--- config.mk ---
export PLATFORM = sky130hd
export DESIGN_NAME = wgt_loader
export DESIGN_NICKNAME = d
export VERILOG_FILES = /design/src/rtl/wgt_loader.sv
export SDC_FILE = /design/constraint.sdc
export NUM_CORES = 1
export LEC_CHECK = 0
export ABC_AREA = 1
export CAP_MARGIN = 10
export CORE_MARGIN = 3
export CORE_UTILIZATION = 25
export DETAILED_ROUTE_END_ITERATION = 7
export PLACE_DENSITY = 0.47
export SLEW_MARGIN = 20
export SYNTH_ARGS = -nofsm -noshare
export SYNTH_HDL_FRONTEND = slang
export SYNTH_SLANG_ARGS = --single-unit
--- constraint.sdc ---
create_clock -name clk -period 2.8 [get_ports clk]
set_input_delay 0.56 -clock clk [delete_from_list [all_inputs] [get_ports clk]]
set_output_delay 0.56 -clock clk [all_outputs]
set_load 0.02 [all_outputs]
--- src/rtl/wgt_loader.sv ---
// ----------------------------------------------------------------------------
// wgt_loader
// Weight fetch controller feeding the three-tap weight shift buffer of the
// convolution accelerator. For each kernel row it reads three signed 8-bit
// weights from a synchronous SRAM, shifts them into the buffer, presents the
// row with row_ready and waits for the PE to acknowledge before fetching the
// next one. A one-cycle done pulse closes the sequence.
//
// Ports
//   clk, rst_n            clock (rising edge), async active-low reset
//   start                 begin a load sequence (sampled in IDLE only)
//   base_addr, num_rows   first weight address / row count, latched on start
//   mem_rd_en, mem_addr   SRAM read strobe and address
//   mem_rd_data           SRAM read data, valid one cycle after mem_rd_en
//   wgt_input, wgt_read   weight and shift strobe to the buffer (registered)
//   row_ready             buffer holds a complete row (level)
//   pe_ack                PE has consumed the presented row
//   row_idx               index of the row being loaded or presented
//   busy                  controller not in IDLE
//   done                  one-cycle pulse at the end of a sequence
// ----------------------------------------------------------------------------
module wgt_loader #(
    parameter int ADDR_W = 10,
    parameter int ROW_W  = 8
) (
    input  logic              clk,
    input  logic              rst_n,
    input  logic              start,
    input  logic [ADDR_W-1:0] base_addr,
    input  logic [ROW_W-1:0]  num_rows,
    output logic              mem_rd_en,
    output logic [ADDR_W-1:0] mem_addr,
    input  logic [7:0]        mem_rd_data,
    output logic [7:0]        wgt_input,
    output logic              wgt_read,
    output logic              row_ready,
    input  logic              pe_ack,
    output logic [ROW_W-1:0]  row_idx,
    output logic              busy,
    output logic              done
);

    typedef enum logic [2:0] {
        IDLE  = 3'd0,
        FETCH = 3'd1,
        DRAIN = 3'd2,
        READY = 3'd3,
        FIN   = 3'd4
    } state_t;

    state_t            state_r, state_s;
    logic [1:0]        cnt_r, cnt_s;          // cycle counter within FETCH / DRAIN
    logic [ADDR_W-1:0] addr_r, addr_s;        // next SRAM address to read
    logic [ROW_W-1:0]  row_lim_r, row_lim_s;
    logic [ROW_W-1:0]  row_idx_r, row_idx_s;

    logic              rd_en_r;
    logic              row_ready_r;
    logic              busy_r;
    logic              done_r;
    logic              rd_dly_r;              // read strobe aligned with mem_rd_data
    logic              wgt_read_r;
    logic [7:0]        wgt_input_r;

    // Next-state and datapath update decode for the load sequencer.
    always_comb begin
        state_s   = state_r;
        cnt_s     = cnt_r;
        addr_s    = addr_r;
        row_lim_s = row_lim_r;
        row_idx_s = row_idx_r;
        case (state_r)
            IDLE: begin
                if (start) begin
                    addr_s    = base_addr;
                    row_lim_s = num_rows;
                    row_idx_s = '0;
                    cnt_s     = 2'd0;
                    if (num_rows == '0) begin
                        state_s = FIN;
                    end else begin
                        state_s = FETCH;
                    end
                end else begin
                    state_s = IDLE;
                end
            end
            FETCH: begin
                // Address wraps naturally at 2^ADDR_W.
                addr_s = addr_r + ADDR_W'(1);
                if (cnt_r == 2'd2) begin
                    cnt_s   = 2'd0;
                    state_s = DRAIN;
                end else begin
                    cnt_s = cnt_r + 2'd1;
                end
            end
            DRAIN: begin
                if (cnt_r == 2'd1) begin
                    cnt_s   = 2'd0;
                    state_s = READY;
                end else begin
                    cnt_s = cnt_r + 2'd1;
                end
            end
            READY: begin
                if (pe_ack) begin
                    if (row_idx_r + ROW_W'(1) == row_lim_r) begin
                        state_s = FIN;
                    end else begin
                        row_idx_s = row_idx_r + ROW_W'(1);
                        cnt_s     = 2'd0;
                        state_s   = FETCH;
                    end
                end else begin
                    state_s = READY;
                end
            end
            FIN: begin
                state_s = IDLE;
            end
            default: begin
                state_s = IDLE;
            end
        endcase
    end

    // State, counters and state-decoded output flops; outputs track the
    // state being entered so they line up with the state register.
    always_ff @(posedge clk or negedge rst_n) begin
        if (!rst_n) begin
            state_r     <= IDLE;
            cnt_r       <= 2'd0;
            addr_r      <= '0;
            row_lim_r   <= '0;
            row_idx_r   <= '0;
            rd_en_r     <= 1'b0;
            row_ready_r <= 1'b0;
            busy_r      <= 1'b0;
            done_r      <= 1'b0;
        end else begin
            state_r     <= state_s;
            cnt_r       <= cnt_s;
            addr_r      <= addr_s;
            row_lim_r   <= row_lim_s;
            row_idx_r   <= row_idx_s;
            rd_en_r     <= (state_s == FETCH);
            row_ready_r <= (state_s == READY);
            busy_r      <= (state_s != IDLE);
            done_r      <= (state_s == FIN);
        end
    end

    // Read-to-shift pipeline: delay the strobe to meet the SRAM data, then
    // register data and strobe towards the buffer. wgt_input holds otherwise.
    always_ff @(posedge clk or negedge rst_n) begin
        if (!rst_n) begin
            rd_dly_r    <= 1'b0;
            wgt_read_r  <= 1'b0;
            wgt_input_r <= 8'd0;
        end else begin
            rd_dly_r   <= rd_en_r;
            wgt_read_r <= rd_dly_r;
            if (rd_dly_r) begin
                wgt_input_r <= mem_rd_data;
            end else begin
                wgt_input_r <= wgt_input_r;
            end
        end
    end

    assign mem_rd_en = rd_en_r;
    assign mem_addr  = addr_r;
    assign wgt_input = wgt_input_r;
    assign wgt_read  = wgt_read_r;
    assign row_ready = row_ready_r;
    assign row_idx   = row_idx_r;
    assign busy      = busy_r;
    assign done      = done_r;

endmodule

==> flow_metrics.py, run 1 <==
metrics = {
    "run_status": {
        "status": "complete, no violations",
    },
    "critical_path": {
        "reg2reg_from": "row_idx[0]$_DFFE_PN0P_",
        "reg2reg_slack_ns": 0.68,
        "regToRegEndpoint": "cnt_r[1]$_DFFE_PN0P_",
        "path_class": "reg2reg",
        "required_ns": 3.05,
        "arrival_ns": 2.37,
        "reg2reg_depth": 11,
        "max_stage_delay_ns": 0.55,
        "crit_chain": "ha_1, nand2_2, nor2_2, nand3_1, nand3_1, nand3_1, nor2_2, nand2_2, o21ai_0, nand2_1, nand2_1",
        "worstSetupEndpointType": "register",
        "crit_start": "row_idx[0]$_DFFE_PN0P_",
        "crit_path_start_kind": "register",
        "critPathMostFrequentCell": "nand3_1",
        "crit_fanout": 9,
        "cp_slowest_cell": "dfrtp_1",
    },
    "detailed_routing": {
        "drt.antenna.violating_nets": 0,
        "vias": 2153,
        "drt_iter0_markers": 51,
        "drt_wl_total_um": 5980,
        "vias_per_cell": 4.43,
        "first_pass_iters": 5,
        "drc": 0,
        "post_drt_wl_per_cell_um": 12.3,
    },
    "cts": {
        "cts_tree": "yes",
        "clk_latency_ns": 0.30,
        "cts-root-buf": "clkbuf_8",
        "htree_levels": 2,
        "cts_resized": 0,
        "cts_buffers": 5,
        "cts_hold_buf": 0,
        "cts_setup_buffers": 0,
        "clkTransAtPathRegs_ns": 0.10,
        "clk_path_buf_depth": 2,
        "cts_sinks": 45,
    },
    "grt": {
        "busiest_layer": "met2",
        "grt_pass1_wl_um": 10300,
        "grt_use_total": 0.116,
        "grt_max_degree": 31,
        "antenna_found_initial": 0,
        "overflow": 0,
        "use_met1": 0.155,
        "grt_pass1_vias": 2081,
        "grtUsageMet3": 0.0212,
        "gr-usage-met2": 0.193,
    },
    "timing": {
        "slew_headroom": 0.660,
        "tns_ns": 0,
        "fin_ws_ns": 0.681,
        "final.period_utilization": 0.757,
        "slew_violations": 0,
        "hold_viol_final": 0,
        "fmax_ghz": 0.472,
        "clock-skew-final_ns": 0.00753,
        "holdWs_ns": 0.156,
        "worstMarginPinSlew_ns": 0.509,
        "finalSetupViolCount": 0,
        "period_needed_ns": 2.12,
        "grt_setup_unrepaired": "no",
    },
    "die": {
        "initial_core_util": 0.258,
        "die_w_um": 104,
        "placement_rows": 35,
        "ios": 61,
        "die_h_um": 104,
        "core-area_um2": 9240,
        "dieArea_um2": 10800,
    },
    "synth": {
        "syn_area_um2": 2390,
        "yosys.area.top_type": "dfrtp_1",
        "yosys-top-cells-area": "dfrtp_1 47%, nand2_1 12%, nand3_1 6.3%, inv_1 4.4%, nor2_1 4.4%",
        "netlist_instances": 292,
        "synth_cell_types": 32,
        "synth_area_per_cell_um2": 8.17,
        "synth_fp_nets": 324,
        "seq_area_frac_synth": 0.472,
        "synth_warnings": 0,
        "synth-seq-cells": 45,
        "synth_top_area_frac": 0.472,
    },
    "job": {
        "cap_violations": 0,
    },
    "layout": {
        "multi_input_area_um2": 1090,
        "seqCellArea_um2": 1130,
        "drive_gt1_frac": 0.0924,
        "final-instance-count-excl-fill": 486,
        "area_growth_pct": 35.4,
        "fillers": 971,
        "layout.nets": 388,
        "finalInstanceArea_um2": 3230,
        "antenna_cells": 0,
    },
    "placement": {
        "io_buffers": 60,
        "place_area_um2": 3140,
        "dp_cells": 478,
        "preCtsSetupSlack_ns": 0.674,
        "dpl.hpwl_um": 4510,
        "place_congestion": 0.787,
    },
    "pwr": {
        "leakage_nw": 1.42,
        "power.density_nw_per_um2": 967,
        "peakVddDrop_mv": 0.364,
    },
    "worst_hold_path": {
        "min_path_type": "in2async",
    },
}
## critical path: cells and delay by family, from the launching register on
kind	cells	cell delay, ns
AO/OA/AOI/OAI	1	0.31
adder cells (fa/ha/maj)	1	0.27
flip-flops	1	0.55
AND/OR/NAND/NOR	9	0.92
## cell usage after synthesis (all sizes together)
master and instances:
clkinv 2, nor3 5, nand2 84, o21ai 12, xor2 3, nand3 30, nand3b 4, buf 3
o211ai 1, a211oi 4, a221oi 2, clkbuf 4, ha 2, nand4 4, o22ai 2, nor3b 1
o221ai 1, a21oi 8, xnor2 2, nor2 33, a31oi 1, inv 28, bufinv 1, a21boi 1
dfrtp 45, o21bai 1, mux2 8
## flip-flops by register name (all words and copies together) (netlist names), 2 cells and up
name and count:
row_lim_r 8, row_idx 8, mem_addr 10, state_r 3, cnt_r 2, wgt_input 8
## how the worst max path moves through the flow
stage	slack, ns	to	depth (start not counted)
after floorplan	0.99	busy$_DFF_PN0_	11
after global routing	0.47	cnt_r[0]$_DFFE_PN0P_	11
final	0.68	cnt_r[1]$_DFFE_PN0P_	11
after global placement	0.71	busy$_DFF_PN0_	9
after detailed placement	0.67	busy$_DFF_PN0_	9
after CTS	0.70	cnt_r[1]$_DFFE_PN0P_	11
## kinds of logic (layout without fill, tap and decap cells)
family,Yosys count,in the layout,synth area share
multiplexers,8,8,0.0378
XOR/XNOR,5,5,0.0184
AND/OR/NAND/NOR,161,161,0.309
AO/OA/AOI/OAI,33,33,0.0829
flip-flops,45,45,0.472
buffers and inverters,38,103,0.0697
adder cells (fa/ha/maj),2,2,0.0105
## cell usage in the layout (no fill, tap or decap)
| master | n |
|---|---|
| nand2_1 | 78 |
| clkdlybuf4s50_1 | 59 |
| dfrtp_1 | 45 |
| nand3_1 | 30 |
| inv_1 | 28 |
| nor2_1 | 28 |
| o21ai_0 | 12 |
| a21oi_1 | 8 |
| mux2_2 | 8 |
| nor2_2 | 5 |
| nor3_1 | 5 |
| clkbuf_8 | 5 |
| nand3b_1 | 4 |
| nand4_1 | 4 |
| a211oi_1 | 4 |
| buf_4 | 4 |
| xor2_1 | 3 |
| nand2_2 | 3 |
| xnor2_1 | 2 |
| clkinv_1 | 2 |
| o22ai_1 | 2 |
| nand2_8 | 2 |
| a221oi_1 | 2 |
| ha_1 | 2 |
| o21bai_1 | 1 |
| nand2_4 | 1 |
| a21boi_0 | 1 |
| a31oi_1 | 1 |
| bufinv_8 | 1 |
| nor3b_1 | 1 |
| o211ai_1 | 1 |
| o221ai_1 | 1 |
| clkinv_4 | 1 |
| inv_6 | 1 |
| clkinvlp_4 | 1 |
| buf_2 | 1 |
## power breakdown
group	leakage (nW)	internal (W)	switching, W
clock	0.0447	0.000181	0.000251
sequential	0.556	0.000904	0.000225
combinational	0.821	0.000704	0.000860
## routing by layer
metal	up-vias	wire length, um	part of all wire
met1	1017	2870	0.48
met2	44	2810	0.47
li1	1088	-	-
met3	4	232	0.039
met4	0	62	0.010
met5	-	0	0
## per-stage QoR
step | power (W) | util
floorplan | 0.00211 | -
global placement | 0.00272 | 0.339
detailed placement | 0.00273 | 0.339
CTS | 0.00317 | 0.350
global route | 0.00338 | 0.350
finish | 0.00312 | 0.350
## area by class of cell
type	instances	share of cell area
Timing Repair Buffer	64	0.194
Tap cell	129	0.0500
Inverter	31	0.0403
Multi-Input combinational cell	209	0.338
Clock buffer	5	0.0213
Clock inverter	3	0.00775
Sequential cell	45	0.349
(Power assumes the default switching activity.)
==> run 2: changes to the inputs <==
Settings changed: PLACE_DENSITY 0.47 to 0.49.
Clock period 2.8 ns to 1.9 ns, I/O delays scaled along.
==> flow_metrics.py, run 2 (synthesis gave the netlist of run 1 again) <==
metrics = {
    "die": {
        "ios": 61,
        "initial_core_util": 0.258,
        "core-area_um2": 9240,
        "die_w_um": 104,
        "dieArea_um2": 10800,
        "die_h_um": 104,
        "placement_rows": 35,
    },
    "pwr": {
        "power_frac_seq": 0.343,
        "leakage_nw": 1.57,
        "p_int_w": 0.00278,
        "combPwrFrac": 0.526,
        "power.density_nw_per_um2": 1390,
        "peakVddDrop_mv": 0.680,
        "pwr-share-clk": 0.130,
        "power_switching_share": 0.424,
        "p_total_w": 0.00483,
        "p_switching_w": 0.00205,
    },
    "critical_path": {
        "cp-endpoint": "row_idx[5]$_DFFE_PN0P_",
        "reg2reg_depth": 13,
        "regToRegEndpoint": "row_idx[5]$_DFFE_PN0P_",
        "max_stage_delay_ns": 0.42,
        "crit_path_start_kind": "register",
        "critPathBufInv": 0,
        "crit_start": "row_idx[1]$_DFFE_PN0P_",
        "arrival_ns": 2.09,
        "required_ns": 2.15,
        "crit_fanout": 8,
        "cp_top_family": "simple AND/OR/NAND/NOR gates",
        "path_class": "reg2reg",
        "reg2reg_slack_ns": 0.05,
        "crit_chain": "ha_4, nand2_4, nor2_4, nand3_2, nand3_2, nand3_2, nor2_2, nand2_2, nand2_4, nand2_8, nand2_8, nand2_1, nand2_1",
        "critPathMostFrequentCell": "nand3_2",
        "reg2reg_from": "row_idx[1]$_DFFE_PN0P_",
        "cp_slowest_cell": "dfrtp_1",
        "worstSetupEndpointType": "register",
        "cp_num_cells": 13,
    },
    "timing": {
        "finalSetupViolCount": 0,
        "holdWs_ns": 0.379,
        "grt_setup_unrepaired": "yes",
        "clock-skew-final_ns": 0.00720,
        "fmax_ghz": 0.541,
        "slew_headroom": 0.752,
        "period_needed_ns": 1.85,
        "slew_violations": 0,
        "final.period_utilization": 0.973,
        "worstMarginPinSlew_ns": 0.370,
        "hold_viol_final": 0,
    },
    "placement": {
        "io_buffers": 60,
        "dpl.hpwl_um": 4670,
        "place_congestion": 0.806,
        "dp_cells": 487,
        "place_area_um2": 3220,
    },
    "layout": {
        "final_common_cell": "nand2_1",
        "finalInstanceArea_um2": 3470,
        "layout_common_cells": "65 x nand2_1, 57 x clkdlybuf4s50_1, 42 x dfrtp_1",
        "utilization": 0.375,
        "drive_gt1_frac": 0.192,
        "antenna_cells": 0,
        "largest_reg_flops": 10,
        "final-instance-count-excl-fill": 499,
        "layout.nets": 401,
        "area_growth_pct": 45.3,
    },
    "cts": {
        "htree_levels": 2,
        "clk_path_buf_depth": 2,
        "cts_sinks": 45,
        "cts-root-buf": "clkbuf_8",
        "clkTransAtPathRegs_ns": 0.09,
        "cts_tree": "yes",
        "clk_latency_ns": 0.30,
        "cts_buffers": 5,
    },
    "detailed_routing": {
        "vias": 2169,
        "drt_wl_total_um": 6170,
        "drt_iter0_markers": 100,
        "drt.antenna.violating_nets": 0,
        "drc": 0,
        "vias_per_cell": 4.35,
        "post_drt_wl_per_cell_um": 12.4,
        "first_pass_iters": 4,
    },
    "grt": {
        "grt_pass1_vias": 2139,
        "grt_max_degree": 26,
        "grt_pass1_wl_um": 10400,
        "antenna_found_initial": 0,
        "overflow": 0,
        "grt_use_total": 0.118,
    },
    "worst_hold_path": {
        "min_path_type": "reg2reg",
    },
    "run_status": {
        "status": "complete, no violations",
    },
    "job": {
        "cap_violations": 0,
    },
}
## run 2: cell count changes in the layout (fill, tap and decap cells not counted), sizes merged
cell	delta
buf	+11
clkdlybuf4s50	-2
clkinv	-1
dlygate4sd3	+1
dlymetal6s2s	+2
inv	+1
nand2	+1
## run 2: how the worst min path moves through the flow
stage,slack (ns),end,cells after the start,start
final,0.38,rd_dly_r$_DFF_PN0_,0,mem_rd_en$_DFF_PN0_
after global routing,0.39,rd_dly_r$_DFF_PN0_,0,mem_rd_en$_DFF_PN0_
after CTS,0.38,rd_dly_r$_DFF_PN0_,0,mem_rd_en$_DFF_PN0_
after detailed placement,0.31,row_lim_r[6]$_DFFE_PN0P_,1,rst_n
after global placement,0.31,row_lim_r[6]$_DFFE_PN0P_,1,rst_n
after floorplan,0.08,busy$_DFF_PN0_,0,rst_n
## run 2: cell type report
class                      count  area (um^2)
clock buffer                   5         68.8
clock inverter                 3         25.0
fill                         980         5770
inverter                      31          130
multi-input combinational    210         1200
sequential                    45         1130
tap                          129          161
timing repair buffer          76          747
## run 2: worst reg2reg max path, cell delays in order, from the launching register on
cell     delay [ns]
dfrtp_1        0.42
ha_4           0.18
nand2_4        0.06
nor2_4         0.15
nand3_2        0.10
nand3_2        0.09
nand3_2        0.10
nor2_2         0.15
nand2_2        0.09
nand2_4        0.14
nand2_8        0.09
nand2_8        0.13
nand2_1        0.06
nand2_1        0.06
## run 2: per-layer routing
layer  track usage  up-vias  wire (um)
met4        0.0446        0        116
met2         0.183       52       2780
met5             0        -          0
met1         0.162      996       3000
met3        0.0262        9        276
li1              -     1112          -
## run 2: repair_timing
action,4_1_cts,5_1_grt
gates resized for setup,0,38
endpoints found under the hold margin,11,0
hold buffers,1,0
setup endpoints to repair,0,14
buffers inserted,0,2
## run 2: power groups by stage
stage                     Sequential (W)  Combinational, W  Clock, W
after floorplan                  0.00188           0.00122         0
after global placement           0.00167           0.00243         0
after detailed placement         0.00167           0.00244         0
after CTS                        0.00166           0.00246  0.000649
after global routing             0.00173           0.00280  0.000691
final                            0.00166           0.00254  0.000630
## run 2: metrics by stage
stage	worst slack [ns]	setup TNS, ns
2_1_floorplan	0.0884	0
3_3_place_gp	-0.0448	-0.0686
3_5_place_dp	-0.0330	-0.0330
4_1_cts	0.0288	0
5_1_grt	-0.0772	-0.538
6_report	0.0522	0
==> run 3: changes to the inputs <==
Settings changed: CORE_MARGIN 3 to unset, PLACE_DENSITY 0.49 to 0.46.
Clock period 1.9 ns to 1.85 ns, I/O delays scaled along.
==> flow_metrics.py, run 3 (synthesis gave the netlist of run 1 again) <==
metrics = {
    "grt": {
        "busiest_layer": "met2",
        "grtUsageMet3": 0.0246,
        "grt_pass1_wl_um": 10200,
        "grt_max_degree": 46,
        "antenna_found_initial": 0,
        "overflow": 0,
        "gr-usage-met2": 0.204,
        "grt_pass1_vias": 2115,
        "use_met1": 0.178,
        "grt_use_total": 0.129,
    },
    "pwr": {
        "power.density_nw_per_um2": 1430,
        "leakage_nw": 1.59,
        "peakVddDrop_mv": 0.509,
    },
    "cts": {
        "cts_hold_buf": 0,
        "clkTransAtPathRegs_ns": 0.10,
        "cts_sinks": 45,
        "cts-root-buf": "clkbuf_8",
        "clk_latency_ns": 0.31,
        "htree_levels": 2,
        "clk_path_buf_depth": 2,
        "cts_buffers": 5,
        "cts_tree": "yes",
    },
    "layout": {
        "layout.nets": 403,
        "area_growth_pct": 45.5,
        "finalInstanceArea_um2": 3470,
        "largest_reg_flops": 10,
        "utilization": 0.376,
        "final-instance-count-excl-fill": 501,
        "final_common_cell": "nand2_1",
        "drive_gt1_frac": 0.188,
        "layout_common_cells": "73 x nand2_1, 54 x clkdlybuf4s50_1, 43 x dfrtp_1",
        "fillers": 957,
        "antenna_cells": 0,
    },
    "detailed_routing": {
        "first_pass_iters": 4,
        "vias_per_cell": 4.38,
        "drt_wl_total_um": 6140,
        "drt_iter0_markers": 78,
        "vias": 2192,
        "post_drt_wl_per_cell_um": 12.2,
        "drt.antenna.violating_nets": 0,
        "drc": 0,
    },
    "critical_path": {
        "path_class": "reg2reg",
        "crit_fanout": 3,
        "crit_path_start_kind": "register",
        "required_ns": 2.05,
        "arrival_ns": 2.00,
        "worstSetupEndpointType": "register",
    },
    "timing": {
        "fmax_ghz": 0.556,
        "slew_headroom": 0.737,
        "period_needed_ns": 1.80,
        "slew_violations": 0,
        "grt_setup_unrepaired": "yes",
        "fin_ws_ns": 0.0509,
        "final.period_utilization": 0.972,
        "finalSetupViolCount": 0,
        "hold_viol_final": 0,
        "tns_ns": 0,
        "clock-skew-final_ns": 0.0131,
        "worstMarginPinSlew_ns": 0.395,
    },
    "die": {
        "ios": 61,
        "placement_rows": 35,
        "initial_core_util": 0.258,
        "core-area_um2": 9240,
        "dieArea_um2": 9940,
        "die_h_um": 99.7,
        "die_w_um": 99.7,
    },
    "worst_hold_path": {
        "min_path_type": "in2async",
    },
    "run_status": {
        "status": "complete, no violations",
    },
    "placement": {
        "io_buffers": 60,
        "place_area_um2": 3230,
        "preCtsSetupSlack_ns": -0.0123,
        "dpl.hpwl_um": 4440,
        "dp_cells": 489,
        "place_congestion": 0.765,
    },
    "job": {
        "cap_violations": 0,
    },
}
## run 3: cell count changes in the layout (fill, tap and decap cells not counted), sizes merged
cell and change:
buf +4, clkdlybuf4s50 -3, dlygate4sd2 +2, dlygate4sd3 -1, dlymetal6s2s +1, nand2 -1
## run 3: what timing repair did
action,CTS,global route
cloned,0,0
pin swaps,0,9
setup buffers,0,4
setup endpoints to repair,12,18
endpoints found under the hold margin,0,0
gates resized for setup,3,30
## run 3: where the power goes
part,internal [W],leakage [nW],switching (W)
sequential,0.00137,0.553,0.000330
clock,0.000274,0.0447,0.000389
combinational,0.00122,0.990,0.00137
## run 3: cell type report
type / instances / area, um^2 / share of cell area
inverters: 31 / 130 / 0.0375
well taps: 129 / 161 / 0.0465
flip-flops and latches: 45 / 1130 / 0.325
multi-input cells: 209 / 1190 / 0.344
clock inverters: 3 / 25.0 / 0.00721
clock buffers: 5 / 68.8 / 0.0198
repair buffers: 79 / 763 / 0.220
## run 3: critical path: stages (launching register included)
cell	delay (ns)
dfrtp_1	0.42
ha_4	0.19
nand2_4	0.07
nor2_4	0.16
nand3_2	0.10
nand3_2	0.09
nand3_2	0.10
nor2_4	0.13
nand2_2	0.07
nand2_4	0.11
nand2_2	0.07
nor2_2	0.11
nand3_1	0.07
## run 3: through the flow
stage                     power (W)  hold WS, ns
after floorplan             0.00319       0.0744
after global placement      0.00420        0.363
after detailed placement    0.00423        0.364
after CTS                   0.00492       0.0272
after global routing        0.00536       0.0400
final                       0.00495       0.0227
## run 3: final timing paths
path	start	endpoint	slack, ns	cells past startpoint
worst max-delay path	row_idx[1]$_DFFE_PN0P_	busy$_DFF_PN0_	0.05	12
worst min-delay path	rst_n	wgt_input[1]$_DFFE_PN0P_	0.02	2
worst max register to register	row_idx[1]$_DFFE_PN0P_	busy$_DFF_PN0_	0.05	12
worst min register to register	mem_rd_en$_DFF_PN0_	rd_dly_r$_DFF_PN0_	0.38	0
max in group asynchronous	rst_n	row_idx[3]$_DFFE_PN0P_	1.59	2
min in group clk	mem_rd_en$_DFF_PN0_	rd_dly_r$_DFF_PN0_	0.38	0
## run 3: routing by layer
layer / up-vias / wire length [um]
met5: - / 0
met4: 0 / 86
met3: 6 / 178
met2: 40 / 2760
met1: 1033 / 3110
li1: 1113 / -
